--- src/rtl/mem_req_master.sv ---
// Memory-interface initiator: turns valid/ready commands into single-cycle
// wr_en/rd_en strobes and returns captured read data in order via a small FIFO.
module mem_req_master #(
  parameter int ADDR_WIDTH = 8,
  parameter int DATA_WIDTH = 32,
  parameter int RSP_DEPTH  = 2
) (
  input  logic                  clk,
  input  logic                  reset,
  input  logic                  cmd_valid,
  output logic                  cmd_ready,
  input  logic                  cmd_we,
  input  logic [ADDR_WIDTH-1:0] cmd_addr,
  input  logic [DATA_WIDTH-1:0] cmd_wdata,
  output logic                  rsp_valid,
  input  logic                  rsp_ready,
  output logic [DATA_WIDTH-1:0] rsp_rdata,
  output logic [ADDR_WIDTH-1:0] addr,
  output logic                  wr_en,
  output logic                  rd_en,
  output logic [DATA_WIDTH-1:0] wdata,
  input  logic [DATA_WIDTH-1:0] rdata
);

  localparam int PTR_W = $clog2(RSP_DEPTH);
  localparam int CNT_W = PTR_W + 1;
  localparam logic [CNT_W-1:0] DEPTH_CNT = CNT_W'(RSP_DEPTH);

  typedef enum logic [1:0] {IDLE, WRITE, READ, CAPTURE} state_t;

  state_t state;
  state_t next_state;

  logic [DATA_WIDTH-1:0] fifo_mem [RSP_DEPTH];
  logic [PTR_W-1:0]      wr_ptr;
  logic [PTR_W-1:0]      rd_ptr;
  logic [CNT_W-1:0]      fifo_count;
  logic                  cmd_accept;
  logic                  fifo_push;
  logic                  fifo_pop;

  // Commands are only taken in IDLE and only if a read's response is
  // guaranteed a FIFO slot; writes wait on a full FIFO as well.
  always_comb begin
    next_state = state;
    cmd_ready  = 1'b0;
    case (state)
      IDLE: begin
        cmd_ready = reset && (fifo_count < DEPTH_CNT);
        if (cmd_valid && cmd_ready) begin
          next_state = cmd_we ? WRITE : READ;
        end
      end
      WRITE:   next_state = IDLE;
      READ:    next_state = CAPTURE;
      CAPTURE: next_state = IDLE;
      default: next_state = IDLE;
    endcase
  end

  assign cmd_accept = cmd_valid && cmd_ready;

  // Strobes are registered from the next state, so each is high for exactly
  // the WRITE or READ cycle and reset drops them immediately.
  always_ff @(posedge clk or negedge reset) begin
    if (!reset) begin
      state <= IDLE;
      wr_en <= 1'b0;
      rd_en <= 1'b0;
      addr  <= '0;
      wdata <= '0;
    end else begin
      state <= next_state;
      wr_en <= (next_state == WRITE);
      rd_en <= (next_state == READ);
      if (cmd_accept) begin
        addr  <= cmd_addr;
        wdata <= cmd_wdata;
      end
    end
  end

  assign fifo_push = (state == CAPTURE);
  assign rsp_valid = (fifo_count != '0);
  assign fifo_pop  = rsp_valid && rsp_ready;
  assign rsp_rdata = fifo_mem[rd_ptr];

  // Response FIFO; pointers wrap naturally because the depth is a power of 2.
  always_ff @(posedge clk or negedge reset) begin
    if (!reset) begin
      wr_ptr     <= '0;
      rd_ptr     <= '0;
      fifo_count <= '0;
      for (int i = 0; i < RSP_DEPTH; i++) begin
        fifo_mem[i] <= '0;
      end
    end else begin
      if (fifo_push) begin
        fifo_mem[wr_ptr] <= rdata;
        wr_ptr           <= wr_ptr + PTR_W'(1);
      end
      if (fifo_pop) begin
        rd_ptr <= rd_ptr + PTR_W'(1);
      end
      case ({fifo_push, fifo_pop})
        2'b10:   fifo_count <= fifo_count + CNT_W'(1);
        2'b01:   fifo_count <= fifo_count - CNT_W'(1);
        default: fifo_count <= fifo_count;
      endcase
    end
  end

endmodule

--- config.mk ---
export PLATFORM = sky130hd
export DESIGN_NAME = mem_req_master
export DESIGN_NICKNAME = d
export VERILOG_FILES = /design/src/rtl/mem_req_master.sv
export SDC_FILE = /design/constraint.sdc
export NUM_CORES = 1
export LEC_CHECK = 0
export BUFFER_PORTS_ARGS = -buffer_cell sky130_fd_sc_hd__buf_2
export CAP_MARGIN = 20
export CORE_ASPECT_RATIO = 1.75
export CORE_UTILIZATION = 55
export DETAILED_ROUTE_END_ITERATION = 8
export GPL_TIMING_DRIVEN = 0
export PLACE_DENSITY = 0.94
export SLEW_MARGIN = 20
export SYNTH_ARGS = -nofsm -noshare
export SYNTH_HDL_FRONTEND = slang
export SYNTH_SLANG_ARGS = --single-unit
export TNS_END_PERCENT = 100
--- constraint.sdc ---
create_clock -name clk -period 2.7 [get_ports clk]
set_input_delay 0.27 -clock clk [delete_from_list [all_inputs] [get_ports clk]]
set_output_delay 0.27 -clock clk [all_outputs]
set_load 0.01 [all_outputs]
# [After elaboration in Yosys (flattened, before gate mapping)]
# Index checks and enable logic that the tools add are counted.
[word_totals] inputBits=77 latch_bits=0 memories=0 regBits=112 mem_bits_rw=0 rom_bits=0 output_inout_bits=76
[op_classes] reduce_logical=9 n_eq_ne=7 div_mod_pow=0 n_lt_le_gt_ge=4 multipliers=0 muxes=11 n_bitwise=2 n_addsub=4 shift=0
[ops] operator="two-way mux 32 bit" count=4
[ops] operator="bitwise mux 64 bit" count=1
[ops] operator="demux 32 bit (select 1 bit)" count=1
[ops] operator="equality test 2 bit (second input constant)" count=4
[ops] operator="equality test 2 x 1 -> 1 bit (second input constant)" count=3
[ops] operator="case mux 2 bit (3 select lines)" count=1
[ops] operator="logical AND 1 bit" count=5
[ops] operator="greater-or-equal comparator 2 bit (second input constant)" count=2
[ops] operator="two-way mux 2 bit" count=2
[ops] operator="inverter 1 -> 2 bit" count=2
[ops] operator="case mux 2 bit (2 select lines)" count=1
[ops] operator="nonzero test 2 bit" count=2
[ops] operator="adder 1 bit (second input constant)" count=2
[ops] operator="adder 2 x 1 -> 2 bit (second input constant)" count=1
[ops] operator="logical NOT 2 bit" count=1
[ops] operator="less-than comparator 2 x 1 -> 1 bit (second input constant)" count=1
[ops] operator="less-than comparator 2 bit (second input constant)" count=1
[ops] operator="OR reduction 2 bit" count=1
[ops] operator="subtractor 2 x 1 -> 2 bit (second input constant)" count=1
[ops] operator="two-way mux 1 bit" count=1

# [Logic depth before layout (Yosys ltp)]
[depth] depth_word=6 mapped_depth=6 ltp_nobuf=6

# [Least setup slack after synthesis]
# No wires, ideal clock.
[synth_path] kind="reg2reg" from="reg fifo_count[1]" to="reg fifo_count[1]" setup_ns=0.079 period_less_slack_ns=1.578 path_slack_ns=1.122 arrival_time_ns=1.499 stages_incl_launch_ff=6 cell_sequence="dfrtp_1 or2_2 and2_1 ha_1 nor2_1 xor2_1"
[synth_between] elab_chain_cells=4 elab_cells_between_ends=8
[synth_rtl] item="from (decl)" line_no="37" source="logic [CNT_W-1:0] fifo_count;"
[synth_rtl] item="from (signal assigned)" line_no="106" source="2'b10: fifo_count <= fifo_count + CNT_W'(1);"
[synth_rtl] item="from (signal assigned)" line_no="107" source="2'b01: fifo_count <= fifo_count - CNT_W'(1);"
[synth_rtl] item="from (signal assigned)" line_no="108" source="default: fifo_count <= fifo_count;"
[synth_rtl] item="nonzero test 2 bit (*)" line_no="84" source="assign rsp_valid = (fifo_count != '0);"
[synth_rtl] item="named net rsp_valid" line_no="15" source="output logic rsp_valid,"
[synth_rtl] item="logical AND 1 bit (*)" line_no="85" source="assign fifo_pop = rsp_valid && rsp_ready;"
[synth_rtl] item="named net fifo_pop" line_no="40" source="logic fifo_pop;"
[synth_rtl] item="equality test 2 x 1 -> 1 bit or equality test 2 bit (tied branches)" line_no="105" source="case ({fifo_push, fifo_pop})"
[synth_rtl] item="case mux 2 bit (2 select lines) or nonzero test 2 bit (tied branches)"
# The timed path passes the listed nets; every way through them passes the cells marked *.
# A chain may end at the register's enable or synchronous reset.

# [Worst setup path in the final report]
[layout_path] from="in reset" to="out cmd_ready"
[layout_between] elab_chain_cells=2
[layout_rtl] item="from (decl)" line_no="9" source="input logic reset,"
[layout_rtl] item="logical AND 1 bit" line_no="49" source="cmd_ready = reset && (fifo_count < DEPTH_CNT);"
[layout_rtl] item="two-way mux 1 bit" line_no="47" source="case (state)"
[layout_rtl] item="to (decl)" line_no="11" source="output logic cmd_ready,"
# No other way between the ends.

==> impl_results.md <==
- FMAX: 421.4 MHz
- Share of cells above drive strength 1: 0.7070
- Clk slew on worst S/H paths: 0.07 ns
- Io pins: 153
- Worst Path Required: 2.43 ns
- Post-route cell area: 6120 µm²
- Avg WL per Cell: 16.51 µm
- Post-layout min period: 2.373 ns
- Most frequent cells in the layout: 155 x buf_2, 112 x dfrtp_1, 71 x mux2_2
- Power Dens Cells: 1223 nW/µm²
- Die Width: 73.19 µm
- TritonCTS Buffers: 9
- Clock Sink Count: 112
- Status: completed
- H-tree depth: 3
- Initial drt markers: 85
- Floorplan row count: 45
- DP Area: 5818 µm²
- Most common cell after layout, fill and taps aside: buf_2
- WHS Endpoint: rd_en
- # hold bufs at CTS: 1
- Largest net degree at the start of global routing: 78
- Total Routing Usage GR: 0.2207
- Endpoints failing hold: 0
- Area share of the largest cell type after synthesis: 0.5747
- Hold Path Origin: cmd_we
- CP Launch Type: input port
- DR vias: 2890
- Slew @ Worst Pin: 0.5843 ns
- Design Power: 7.484 mW
- Slowest-stage cell, CP: dlygate4sd3_1
- Syn Nets: 362
- Syn Inst Count: 284
- Vias in the first global route: 3211
- Overflow after GRT: 0
- First drt pass iteration count: 4
- Post-DRT Antenna Nets: 0
- Multi-input logic area: 1919 µm²
- Longest Clk Path Bufs: 2
- Post-Syn Area: 4877 µm²
- Crit Path Max Fanout: 77
- Core Box Area: 8615 µm²
- Period utilization: 0.8789
- Clock root buffer: clkbuf_16
- Setup Crit Path Kind: input port to primary output
- R2R Path End: fifo_count[1]
- Crit end category: primary output
- Avg Cell Area, Syn: 17.17 µm²
- Reg2reg start: fifo_count[1]
- Seq/Total Area, Yosys: 0.5747
- Layout Skew: 0.005932 ns
- Crit path DAT: 2.10 ns
- Yosys reg bits: 112
- Setup-failing EPs final: 0
- CP peak stage delay: 0.56 ns
- Slew Viols, Final: 0
- P_leak: 3.153 nW
- Layout area overhead: 25.47%
- Antenna cells: 0
- First-pass GRT wire length: 15.26 mm
- Top Family by Delay on Critical Path: buffers and inverters
- # port buffers: 152
- RSZ-0062 raised after global routing: false
- Worst hold path depth: 2
- CTS tree: done
- Initial antenna violation count: 0
- Cts repair resizes: 0
- Max Cap Viol: 0
- Setup Buffers After CTS: 0
- Final #Nets: 527
- Routed WL: 9.425 mm
- Largest vdd supply drop: 718.9 µV
- Reg2Reg Depth: 5
- Distinct cell type count after synthesis: 21
- Worst Path Buf+Inv: 4
- Vias per std cell: 5.061
- Die area: 9263 µm²
- R2R setup slack: 1.05 ns
- Clock Latency Late Sink: 0.35 ns
- Worst path cell trace: dlygate4sd3_1 -> buf_6 -> buf_16 -> nor4b_4 -> buf_2
- Die Y: 126.6 µm
- Post-DP HPWL: 6.916 mm
- DR DRC count: 0
- Register area: 2803 µm²
- Initial Util: 0.5662
- Placer Congestion: 0.7911
- Yosys top cell by area: dfrtp_1
- Relative slew slack: 0.6105
- Hold crit path type: input port to register
- Fillers: 587
- Warnings from Yosys: 0
- Synth area leaders: dfrtp_1 57%, mux2_4 20%, mux2_2 16%, buf_12 1.2%, buf_6 1.2%
registers in the layout, indices dropped and copies added, names as in the netlist:
| signal | flops |
|---|---|
| wr_ptr | 1 |
| wdata | 32 |
| fifo_mem | 64 |
| addr | 8 |
| wr_en | 1 |
| fifo_count | 2 |
| rd_en | 1 |
| rd_ptr | 1 |
| state | 2 |
Yosys cell counts, drive strengths merged:
cell type and instances:
and2 1, buf 12, clkbuf 3, dfrtp 112, ha 1, inv 2, mux2 136, nand2 4
nand3 1, nor2 3, nor4b 1, o22ai 2, or2 2, xnor2 2, xor2 2
metrics by stage:
step / util / setup slack (ns) / hold slack, ns / setup TNS (ns) / cells
floorplan: - / 1.122 / -0.02559 / 0 / 284
global placement: 0.6715 / -0.6439 / 0.4539 / -26.52 / 553
detailed placement: 0.6754 / 0.5338 / 0.1959 / 0 / 554
CTS: 0.7104 / 0.2903 / 0.1013 / 0 / 571
global route: 0.7104 / 0.1398 / 0.1218 / 0 / 571
finish: 0.7104 / 0.3271 / 0.1148 / 0 / 571
metal layers:
layer	part of all wire	wire [µm]	GRT usage	vias to the layer above
met5	0	0	0	-
met4	0.024	224	0.1015	0
met3	0.055	515	0.05878	17
met2	0.53	5026	0.3775	106
met1	0.39	3658	0.2518	1441
li1	-	-	-	1326
worst max path at each step:
stage / from / endpoint / slack (ns) / cells after the start
2_1_floorplan: fifo_count[1] / fifo_count[1] / 1.12 / 5
5_1_grt: reset / cmd_ready / 0.14 / 5
3_5_place_dp: reset / wdata[15] / 0.53 / 6
6_report: reset / cmd_ready / 0.33 / 5
3_3_place_gp: reset / wdata[11] / -0.64 / 5
4_1_cts: reset / cmd_ready / 0.29 / 5
where the power goes:
part           total (mW)  internal, mW  switching, mW
clock                1.29         0.685          0.602
combinational        3.20          1.93           1.26
sequential           3.00          2.53          0.473
area by class of cell:
type / count / area share
Timing Repair Buffer: 154 / 0.1315
Sequential cell: 112 / 0.4580
Inverter: 2 / 0.001227
Tap cell: 117 / 0.02392
Buffer: 15 / 0.02413
Clock inverter: 5 / 0.006338
Clock buffer: 11 / 0.04130
Multi-Input combinational cell: 155 / 0.3136
logic make-up (layout without fill, tap and decap cells):
kind of cell               count (synthesis)  after routing  share of synthesized area
xor gates and xnor gates                   4              4                   0.007184
DFF                                      112            112                     0.5747
adders and majority gates                  1              1                   0.002565
and+or+nand+nor                           12             12                    0.01719
AOI/OAI and AO/OA                          2              2                   0.002565
buffers and inverters                     17            187                    0.03181
muxes                                    136            136                     0.3640
No activity file was read; power rests on OpenSTA's default activity.
